[src/rtl/nco_tuning_controller.sv]
// Turns a frequency/waveform request into an NCO tuning word (freq * K) using a shift-add multiply.
// Optional `NCO_GLIDE_EN: ramps tw_out toward the new word by GLIDE_STEP once per millisecond.
module nco_tuning_controller #(
  parameter int unsigned FREQ_W     = 20,
  parameter int unsigned TW_W       = 32,
  parameter int unsigned K          = 4295,
  parameter int unsigned F_MAX      = 500000,
  parameter int unsigned GLIDE_STEP = 429500
) (
  input  logic              clk_1MHz,
  input  logic              rst,
  input  logic              enable,
  input  logic              req_valid,
  output logic              req_ready,
  input  logic [FREQ_W-1:0] req_freq,
  input  logic [1:0]        req_wave,
  output logic [TW_W-1:0]   tw_out,
  output logic [1:0]        wave_out,
  output logic              tw_load,
  output logic              busy,
  output logic              err
);

  localparam int unsigned PW     = FREQ_W + 13;
  localparam logic [12:0] K_BITS = 13'(K);

`ifdef NCO_GLIDE_EN
  typedef enum logic [2:0] {IDLE, CHECK, MULT, LOAD, GLIDE} state_t;
`else
  typedef enum logic [1:0] {IDLE, CHECK, MULT, LOAD} state_t;
`endif

  state_t            state;
  logic [FREQ_W-1:0] freq;
  logic [1:0]        wave;
  logic [TW_W-1:0]   acc;
  logic [3:0]        idx;
  logic [TW_W-1:0]   addend;

`ifdef NCO_GLIDE_EN
  logic [9:0]        tick;
  logic [TW_W-1:0]   target;
  logic [TW_W-1:0]   next_tw;

  // Step toward target, clamping so the final step lands exactly on it.
  always_comb begin
    next_tw = tw_out;
    if (target > tw_out) begin
      if (target - tw_out <= TW_W'(GLIDE_STEP)) next_tw = target;
      else                                      next_tw = tw_out + TW_W'(GLIDE_STEP);
    end else if (target < tw_out) begin
      if (tw_out - target <= TW_W'(GLIDE_STEP)) next_tw = target;
      else                                      next_tw = tw_out - TW_W'(GLIDE_STEP);
    end
  end
`endif

  // Product is FREQ_W+13 bits; the legal maximum fits in TW_W, so truncation is safe.
  always_comb begin
    addend = '0;
    if (K_BITS[idx]) addend = TW_W'(PW'(freq) << idx);
  end

  assign req_ready = (state == IDLE) && enable;
  assign busy      = (state != IDLE);

  always_ff @(posedge clk_1MHz) begin
    if (rst) begin
      state    <= IDLE;
      freq     <= '0;
      wave     <= '0;
      acc      <= '0;
      idx      <= '0;
      tw_out   <= '0;
      wave_out <= '0;
      tw_load  <= 1'b0;
      err      <= 1'b0;
`ifdef NCO_GLIDE_EN
      tick     <= '0;
      target   <= '0;
`endif
    end else begin
      tw_load <= 1'b0;
      err     <= 1'b0;
      case (state)
        IDLE: begin
          if (req_valid && req_ready) begin
            freq  <= req_freq;
            wave  <= req_wave;
            state <= CHECK;
          end
        end
        CHECK: begin
          if (!enable) begin
            state <= IDLE;
          end else if (freq == '0 || freq > FREQ_W'(F_MAX)) begin
            err   <= 1'b1;
            state <= IDLE;
          end else begin
            acc   <= '0;
            idx   <= '0;
            state <= MULT;
          end
        end
        MULT: begin
          if (!enable) begin
            state <= IDLE;
          end else begin
            acc <= acc + addend;
            idx <= idx + 4'd1;
            if (idx == 4'd12) state <= LOAD;
          end
        end
        LOAD: begin
          wave_out <= wave;
          tw_load  <= 1'b1;
`ifdef NCO_GLIDE_EN
          target   <= acc;
          tick     <= '0;
          state    <= (acc == tw_out) ? IDLE : GLIDE;
`else
          tw_out   <= acc;
          state    <= IDLE;
`endif
        end
`ifdef NCO_GLIDE_EN
        GLIDE: begin
          if (!enable) begin
            state <= IDLE;
          end else if (tick == 10'd999) begin
            tick    <= '0;
            tw_out  <= next_tw;
            tw_load <= 1'b1;
            if (next_tw == target) state <= IDLE;
          end else begin
            tick <= tick + 10'd1;
          end
        end
`endif
        default: state <= IDLE;
      endcase
    end
  end

endmodule

[config.mk]
export PLATFORM = sky130hd
export DESIGN_NAME = nco_tuning_controller
export DESIGN_NICKNAME = d
export VERILOG_FILES = /design/src/rtl/nco_tuning_controller.sv
export SDC_FILE = /design/constraint.sdc
export NUM_CORES = 1
export LEC_CHECK = 0
export ABC_AREA = 0
export BUFFER_PORTS_ARGS = -buffer_cell sky130_fd_sc_hd__buf_2
export CORE_AREA = 2 2 109 111
export DETAILED_ROUTE_END_ITERATION = 12
export DIE_AREA = 0 0 111 113
export GPL_TIMING_DRIVEN = 0
export PLACE_DENSITY = 0.74
export SLEW_MARGIN = 10
export SYNTH_ARGS = -nofsm -noshare
export SYNTH_HDL_FRONTEND = slang
export SYNTH_SLANG_ARGS = --single-unit
[constraint.sdc]
create_clock -name clk_1MHz -period 10.8 [get_ports clk_1MHz]
set_input_delay 1.62 -clock clk_1MHz [delete_from_list [all_inputs] [get_ports clk_1MHz]]
set_output_delay 1.62 -clock clk_1MHz [all_outputs]
set_load 0.02 [all_outputs]
==> out/qor.yml <==
outcome:
  outcome: "complete, no violations"
clocking:
  post_cts_resized: 0
  htree_levels: 3
  clock_path_buffers: 2
  clk_pin_slew_ns: 0.08
  postCtsSetupBuffers: 0
  hold_buffers: 0
  cts_root_buf: "clkbuf_16"
  cts.sinks: 97
  cts-buffers-inserted: 9
  insertion_delay_ns: 0.37
  cts_tree: "built"
cells_and_area:
  drive_gt1_frac: 0.122
  postLayoutCellArea_um2: 6850
  fin_util: 0.608
  final_nets: 918
  diodes: 0
  area_delta_synth_final_pct: 12.8
sta:
  skew_ns: 0.0105
  rsz0062_at_grt: "no"
  layout_min_cycle_time_ns: 4.92
  fin_crit_sh: 0.456
  timing.fmax_mhz: 203
  tightestPinTransition_ns: 0.756
  setup_tns_ns: 0
  slew_viol_final: 0
  hold_viol: 0
  fin_ws_ns: 5.88
  slew_headroom: 0.494
  setup_viol: 0
yosys:
  synthDistinctLibCells: 66
  syn_nets: 844
  synth_most_common_cell: "nand2_1"
  yosysTopAreaCellShare: 0.320
  synthCells: 784
  synth-main-ff-cell: "dfxtp_1"
  synth_area_leaders: "dfxtp_1 32%, nand2_1 10%, a21oi_1 7.9%"
  synthTopCellsByCount: "167 x nand2_1, 97 x dfxtp_1, 96 x a21oi_1, 66 x nor2_1, 38 x clkbuf_1"
  synth_top_area_cell: "dfxtp_1"
  synth_seq_cells: 97
  synthArstFlopShare: 0
  netlist_area_um2: 6070
  ys_seq_area_frac: 0.320
  synth_edf_count: 0
  yosysWarnings: 0
  syn_area_per_cell_um2: 7.75
power_and_ir_drop:
  totalPowerFinal_w: 0.000740
  power_frac_clock: 0.427
  p_leak_nw: 2.84
  swShare: 0.264
  p_int_w: 0.000544
  power.density_nw_per_um2: 108
  pwr-share-seq: 0.497
  power_frac_comb: 0.076
  switchingPower_w: 0.000196
  peakVddDrop_v: 0.000109
global_route:
  grt_start_max_net_pins: 19
  grt_pass1_wl_mm: 28.1
  overflow: 0
  antenna_found_initial: 0
  grtUsageTotal: 0.283
  first_global_vias: 5587
die:
  start_util: 0.539
  core_area_um2: 11300
  num_rows: 39
  die-area_um2: 12500
  dieWidth_um: 111
  io_pins: 64
  fp.dieH_um: 113
worst_setup_path:
  cp-end-kind: "flip-flop"
  critical_path_class: "reg -> reg"
  cp_data_arrival_time_ns: 5.16
  start_kind: "flip-flop"
  crit_slowest_cell: "buf_1"
  required_ns: 11.04
  cp_max_fo: 10
  cp_common_cell: "o21ai_0"
  worstPathCellList: "buf_2 > buf_1 > clkbuf_1 > a21oi_1 > mux2i_1 > o21ai_0 > and2_1 > ha_1 > clkbuf_1 > nand2_1 > o21ai_1 > o41a_1 > or3_1 > o21ai_0 > o31ai_1 > a311oi_1 > xor2_1 > o21ai_0"
  slowest_delay_ns: 0.49
routing:
  dr_total_vias: 6009
  drc: 0
  drtIter0Drc: 393
  drt_first_pass_iters: 7
  wirelength_mm: 17.5
  routedWlPerCell_um: 17.4
  final_antenna_net_count: 0
  routed_via_density: 5.97
placement:
  place_ws_ns: 5.96
  numPortBuffers: 63
  hpwl_mm: 13.6
  placed_cell_area_um2: 6570
  place_congestion: 0.919
min_path:
  min_path_type: "reg -> reg"
job:
  drv_cap: 0
[sequential cells by signal (all words and copies together) (netlist names), named ones only]
| signal | flops |
|---|---|
| idx | 4 |
| wave_out | 2 |
| tw_load | 1 |
| state | 2 |
| acc | 32 |
| err | 1 |
| wave | 2 |
| freq | 20 |
| tw_out | 32 |
[stage by stage]
step                      instances  hold slack (ns)
after global placement          990            0.438
after floorplan                 784            0.432
after detailed placement        990            0.443
after global routing           1006            0.466
after CTS                      1006            0.454
final                          1006            0.451
[cell type report]
type | instances | area (µm²)
plain buffers | 45 | 171
clock buffers | 9 | 225
clock inverters | 7 | 58.8
fillers | 1027 | 4420
inverters | 13 | 48.8
multi-input cells | 629 | 3910
flip-flops and latches | 97 | 1940
well taps | 143 | 179
repair buffers | 63 | 315
[critical path, delay by kind of cell (launching register included)]
| kind | cells | cell delay [ns] |
|---|---|---|
| simple gates | 3 | 0.67 |
| xor+xnor | 1 | 0.16 |
| flops | 1 | 0.33 |
| buf+inv | 4 | 1.31 |
| mux | 1 | 0.25 |
| compound gates | 8 | 1.77 |
| fa+ha+maj | 1 | 0.26 |
[layer usage]
layer	global-route usage	wire [µm]
met5	0	0
met1	0.374	7980
met2	0.461	8000
met4	0.138	565
met3	0.0354	987
[power groups by stage]
stage                logic, W  clock network [W]  registers, W
floorplan           0.0000379                  0      0.000374
global placement    0.0000538                  0      0.000375
detailed placement  0.0000555                  0      0.000376
CTS                 0.0000559           0.000319      0.000367
global route        0.0000622           0.000333      0.000368
finish              0.0000565           0.000316      0.000368
[kinds of logic after synthesis]
logic type                 synth area share
DFF                                   0.320
AOI/OAI and AO/OA                     0.218
muxes                                0.0781
buffers and inverters                0.0363
xor gates and xnor gates             0.0332
adders and majority gates            0.0713
and+or+nand+nor                       0.244
[layout by cell type (no fill, tap or decap), drive strengths merged, types with 4 or more instances in the layout]
cell type  count
mux2           7
nand4          6
xor2          13
nand3          9
o211a          8
nand2b        16
ha            33
nor2b         10
o21ai         34
dfxtp         97
and2          13
xnor2         10
buf           70
clkbuf        47
nor2          66
a22oi         14
a21oi         96
mux4          10
mux2i         17
a21o           7
nor3          10
o31a           5
a31oi          5
a211oi        10
or3            4
inv           18
nand2        167
and3           8
[worst paths after layout]
check / from / endpoint / slack (ns) / cells past startpoint
setup / recovery: idx[0] / acc[28] / 5.88 / 18
hold / removal: tw_out[13] / tw_out[13] / 0.45 / 2
setup reg to reg: idx[0] / acc[28] / 5.88 / 18
hold reg to reg: tw_out[13] / tw_out[13] / 0.45 / 2
No activity file was read; power rests on OpenSTA's default activity.
